### src/rtl/cordic_pkg.sv
// Shared constants, FSM encoding and output saturation for the CORDIC vectoring cell.
package cordic_pkg;

   localparam int unsigned DATA_W   = 12;
   localparam int unsigned FRAC_W   = 8;
   localparam int unsigned NUM_ITER = 12;
   localparam int unsigned ITER_W   = 4;
   localparam int unsigned GUARD_W  = 2;
   localparam int unsigned INT_W    = DATA_W + GUARD_W;
   localparam int unsigned MAG_MAX  = (1 << (DATA_W - 1)) - 1;

   typedef enum logic [1:0] {
      IDLE = 2'd0,
      PRE  = 2'd1,
      ITER = 2'd2,
      DONE = 2'd3
   } state_e;

   // Clamp the guard-extended x to the non-negative DATA_W range.
   function automatic logic [DATA_W-1:0] saturate(input logic signed [INT_W-1:0] v);
      logic [DATA_W-1:0] r;
      if (v[INT_W-1]) begin
         r = '0;
      end else if (v > $signed(INT_W'(MAG_MAX))) begin
         r = DATA_W'(MAG_MAX);
      end else begin
         r = v[DATA_W-1:0];
      end
      return r;
   endfunction

endpackage

### src/rtl/cordic_vec_stage.sv
// One combinational CORDIC vectoring micro-rotation: steers y toward zero by 2^-k.
module cordic_vec_stage
   import cordic_pkg::*;
(
   input  logic signed [INT_W-1:0]  i_x,
   input  logic signed [INT_W-1:0]  i_y,
   input  logic        [ITER_W-1:0] i_k,
   output logic signed [INT_W-1:0]  o_x,
   output logic signed [INT_W-1:0]  o_y,
   output logic                     o_dir
);

   logic signed [INT_W-1:0] x_sh;
   logic signed [INT_W-1:0] y_sh;

   always_comb begin
      x_sh  = i_x >>> i_k;
      y_sh  = i_y >>> i_k;
      o_dir = ~i_y[INT_W-1];
      if (o_dir) begin
         o_x = i_x + y_sh;
         o_y = i_y - x_sh;
      end else begin
         o_x = i_x - y_sh;
         o_y = i_y + x_sh;
      end
   end

endmodule

### src/rtl/cordic_vector_cell.sv
// QR-array boundary cell: CORDIC vectoring of one complex sample, streaming one
// direction bit per rotation to the row and reporting the (gain-scaled) magnitude.
module cordic_vector_cell
   import cordic_pkg::*;
(
   input  logic              i_clk,
   input  logic              i_rst,
   input  logic              i_trig,
   input  logic [DATA_W-1:0] i_real,
   input  logic [DATA_W-1:0] i_imag,
   output logic              o_busy,
   output logic              o_mode,
   output logic              o_mode_valid,
   output logic [ITER_W-1:0] o_iter,
   output logic [DATA_W-1:0] o_mag,
   output logic              o_finish
);

   state_e                  state_q, state_d;
   logic signed [INT_W-1:0] x_q, x_d;
   logic signed [INT_W-1:0] y_q, y_d;
   logic [ITER_W-1:0]       cnt_q, cnt_d;
   logic                    busy_q, busy_d;
   logic                    mode_q, mode_d;
   logic                    mode_valid_q, mode_valid_d;
   logic [ITER_W-1:0]       iter_q, iter_d;
   logic [DATA_W-1:0]       mag_q, mag_d;
   logic                    finish_q, finish_d;

   logic signed [INT_W-1:0] x_ld;
   logic signed [INT_W-1:0] y_ld;
   logic signed [INT_W-1:0] stage_x;
   logic signed [INT_W-1:0] stage_y;
   logic                    stage_dir;

   cordic_vec_stage u_stage (
      .i_x   (x_q),
      .i_y   (y_q),
      .i_k   (cnt_q),
      .o_x   (stage_x),
      .o_y   (stage_y),
      .o_dir (stage_dir)
   );

   // Outputs are registered one cycle ahead of the state they describe: the
   // 180-degree flip is folded into the load so PRE only has to present its bit.
   always_comb begin
      state_d      = state_q;
      x_d          = x_q;
      y_d          = y_q;
      cnt_d        = cnt_q;
      busy_d       = busy_q;
      mode_d       = 1'b0;
      mode_valid_d = 1'b0;
      iter_d       = '0;
      mag_d        = mag_q;
      finish_d     = 1'b0;
      x_ld         = {{GUARD_W{i_real[DATA_W-1]}}, i_real};
      y_ld         = {{GUARD_W{i_imag[DATA_W-1]}}, i_imag};

      case (state_q)
         IDLE: begin
            if (i_trig) begin
               state_d      = PRE;
               x_d          = i_real[DATA_W-1] ? -x_ld : x_ld;
               y_d          = i_real[DATA_W-1] ? -y_ld : y_ld;
               cnt_d        = '0;
               busy_d       = 1'b1;
               mode_d       = i_real[DATA_W-1];
               mode_valid_d = 1'b1;
            end
         end
         PRE, ITER: begin
            if (cnt_q == ITER_W'(NUM_ITER)) begin
               state_d  = DONE;
               busy_d   = 1'b0;
               finish_d = 1'b1;
               mag_d    = saturate(x_q);
            end else begin
               state_d      = ITER;
               x_d          = stage_x;
               y_d          = stage_y;
               cnt_d        = cnt_q + ITER_W'(1);
               mode_d       = stage_dir;
               mode_valid_d = 1'b1;
               iter_d       = cnt_q + ITER_W'(1);
            end
         end
         DONE: begin
            state_d = IDLE;
         end
         default: begin
            state_d = IDLE;
         end
      endcase
   end

   always_ff @(posedge i_clk or posedge i_rst) begin
      if (i_rst) begin
         state_q      <= IDLE;
         x_q          <= '0;
         y_q          <= '0;
         cnt_q        <= '0;
         busy_q       <= 1'b0;
         mode_q       <= 1'b0;
         mode_valid_q <= 1'b0;
         iter_q       <= '0;
         mag_q        <= '0;
         finish_q     <= 1'b0;
      end else begin
         state_q      <= state_d;
         x_q          <= x_d;
         y_q          <= y_d;
         cnt_q        <= cnt_d;
         busy_q       <= busy_d;
         mode_q       <= mode_d;
         mode_valid_q <= mode_valid_d;
         iter_q       <= iter_d;
         mag_q        <= mag_d;
         finish_q     <= finish_d;
      end
   end

   assign o_busy       = busy_q;
   assign o_mode       = mode_q;
   assign o_mode_valid = mode_valid_q;
   assign o_iter       = iter_q;
   assign o_mag        = mag_q;
   assign o_finish     = finish_q;

endmodule

### config.mk
export PLATFORM = sky130hd
export DESIGN_NAME = cordic_vector_cell
export DESIGN_NICKNAME = d
export VERILOG_FILES = /design/src/rtl/cordic_pkg.sv /design/src/rtl/cordic_vec_stage.sv /design/src/rtl/cordic_vector_cell.sv
export SDC_FILE = /design/constraint.sdc
export NUM_CORES = 1
export LEC_CHECK = 0
export BUFFER_PORTS_ARGS = -buffer_cell sky130_fd_sc_hd__buf_2
export CAP_MARGIN = 25
export CORE_MARGIN = 5
export CORE_UTILIZATION = 60
export CTS_BUF_LIST = sky130_fd_sc_hd__clkbuf_4
export DETAILED_ROUTE_END_ITERATION = 10
export GPL_ROUTABILITY_DRIVEN = 0
export PLACE_DENSITY = 0.85
export SLEW_MARGIN = 30
export SYNTH_ARGS = -nofsm -noshare
export SYNTH_HDL_FRONTEND = slang
export SYNTH_SLANG_ARGS = --single-unit
### constraint.sdc
create_clock -name i_clk -period 6 [get_ports i_clk]
set_input_delay 1.2 -clock i_clk [delete_from_list [all_inputs] [get_ports i_clk]]
set_output_delay 1.2 -clock i_clk [all_outputs]
set_load 0.05 [all_outputs]
==> run metrics <==
Reg-to-Reg Start cnt_q[0]; synthesized area 5720 um2; Post-CTS Setup Inserts 0; syn nets 741; vias 5294; ANT nets after route 0; final instance area 6070 um2; critical-path cell list mux4_1 -> mux4_2 -> inv_1 -> ha_1 -> o21ai_0 -> or4_4 -> a21oi_1 -> o21ai_0 -> ha_1 -> o41ai_1 -> o21ai_0 -> a41oi_1 -> xnor2_1 -> or3_1 -> o21ai_1; PortBufs 46; CTS resizes 0; Area Overhead vs Synth 6.28%; reg-to-reg slack, setup 0.73 ns; top post-synthesis cells by count nor2_1 (79), nand2_1 (76), o21ai_0 (62), dfrtp_1 (54), a21oi_1 (48); crit end category flop; cell count after placement 819; Pre-antenna DRT Iters 5; cell mode on critical path o21ai_0; setup TNS 0 ns; RSZ-0062 raised after global routing false; hold_buf cts 0; register bit count reported by yosys 54; H-tree depth 2; Clock Sinks 54; Max Freq 190 MHz; Worst Path Arrival 5.61 ns; Die X 108 um; pin count of the biggest net entering global routing 61; die area 11600 um2; post-route non-filler standard cell count 828; clock buffer depth 2; Netlist cell types 71; Max-Cap Viols 0; TritonCTS buffer count 5; WHS Endpoint o_mag[6]; EDFF count, synth 0; Core Box Area 9280 um2; gr ovfl total 0; CTS tree yes; RR Endpoint x_q[13]; ys flop type dfrtp_1; Final nets 763; Mean Syn Cell Area 8.45 um2; worst min-delay path startpoint o_mag[6]; count leader, synth nor2_1; clk slew on worst S/H paths 0.17 ns; min Tclk post-route 5.27 ns; Clock Skews 0.0138 ns; root buf cell clkbuf_4; Tcrit/Tclk final 87.8%; Starting Density 61.6%; Final setup viols 0; post-detail-place hpwl 11.4 mm; insertion delay of the later-clocked pin in the worst-skew pair 0.40 ns; Min-Delay Path Class flop to flop; Synth top area share 23.6%; FF-to-FF path depth 15; Crit path largest cell delay 0.76 ns; Yosys warnings 0; sequential-to-total area share from yosys stat 23.6%; Filler Cells Inserted 781; drt via density 6.39; Fin. Hold Viols 0; num ports 47; die height 108 um; Max-slew headroom 45.4%; initial antenna violation count 0; final WL 15.2 mm; outcome complete, no violations; Setup CP Type flop to flop; drt first-iter violations 524; post-synth top area cell dfrtp_1; first-pass GRT wire length 24.3 mm; wire per inst 18.3 um; ant diodes 0; max-slew violation count 0; Synth Instances 676; DRC viols 0; number of global-route vias before repair 4947; worst hold stages 2; share of cells above drive strength 1 14.9%; Cell Rows 35; post-synthesis async set-or-reset flop share 100%; Setup crit start kind flop; Slowest cell on crit path mux4_1; overall routing resource usage 26.3%; Crit Path Max Fanout 11; Area after DPL 5980 um2; CP required 6.34 ns; synth top area cells dfrtp_1 (24%), mux4_2 (8.3%), ha_1 (7.9%); Worst Tran Pin Value 0.816 ns
[cell usage in the layout, fill, tap and decap left out, types with 4 or more instances in the layout]
cell / count
mux4_2: 21
mux2_2: 7
nand3_1: 11
nand2b_1: 6
mux2i_1: 21
inv_1: 25
buf_4: 8
o21bai_1: 4
nor2_1: 79
buf_2: 46
a21oi_1: 48
o41ai_1: 4
dfrtp_1: 54
xnor2_1: 34
a31oi_1: 5
o21ai_1: 5
o21ai_0: 62
and2_1: 7
clkbuf_4: 5
a21o_1: 4
ha_1: 36
or3_1: 5
nand2_1: 76
o31ai_1: 20
nor2b_1: 8
nor3_1: 11
xor2_1: 23
mux4_1: 5
[registers in the layout, indices dropped and copies added, names as in the netlist]
signal and count:
x_q 14, y_q 14, o_mag 12, cnt_q 4, o_iter 4, state_q 2, o_busy 1, o_finish 1
o_mode 1, o_mode_valid 1
[stage by stage]
stage | util [%] | hold slack, ns | setup WS (ns)
2_1_floorplan | - | 0.473 | 1.53
3_3_place_gp | 64.4 | 0.459 | 1.05
3_5_place_dp | 64.4 | 0.465 | 0.890
4_1_cts | 65.3 | 0.503 | 0.869
5_1_grt | 65.4 | 0.519 | 0.435
6_report | 65.4 | 0.504 | 0.734
[area by class of cell]
cell class	count	area, um2	area share [%]
multi-input cells	553	4070	66.9
flip-flops and latches	54	1350	22.2
repair buffers	55	304	5.01
well taps	129	161	2.66
inverters	29	111	1.83
clock inverters	3	42.5	0.700
clock buffers	5	37.5	0.618
[layer usage]
layer	GRT usage, %	wire length, um
met5	0	0
met4	6.49	391
met3	4.68	1430
met2	44.3	7230
met1	35.1	6130
[logic make-up (layout without fill, tap and decap cells)]
| logic type | Yosys count | after routing | synth area share (%) |
|---|---|---|---|
| flip-flops | 54 | 54 | 23.6 |
| AND/OR/NAND/NOR | 222 | 222 | 18.1 |
| adder cells (fa/ha/maj) | 38 | 38 | 8.58 |
| buffers and inverters | 69 | 92 | 5.21 |
| XOR/XNOR | 58 | 58 | 9.13 |
| AO/OA/AOI/OAI | 181 | 181 | 19.7 |
| multiplexers | 54 | 54 | 15.6 |
[worst max-delay path: cells and delay by family (launching register included)]
family,cells,cell delay (ns)
adders and majority gates,2,0.42
xor gates and xnor gates,1,0.12
and+or+nand+nor,2,0.79
buffers and inverters,1,0.09
AOI/OAI and AO/OA,7,1.73
DFF,1,0.75
muxes,2,1.32
[how the worst max path moves through the flow]
stage                    to  startpoint
global placement    x_q[13]    cnt_q[0]
finish              x_q[13]    cnt_q[0]
detailed placement  x_q[13]    cnt_q[0]
CTS                 x_q[13]    cnt_q[0]
floorplan           x_q[13]    cnt_q[0]
global route        x_q[13]    cnt_q[0]
Power is not shown: default switching activity piles up to over one toggle a cycle in this logic, so the estimate is an artifact.
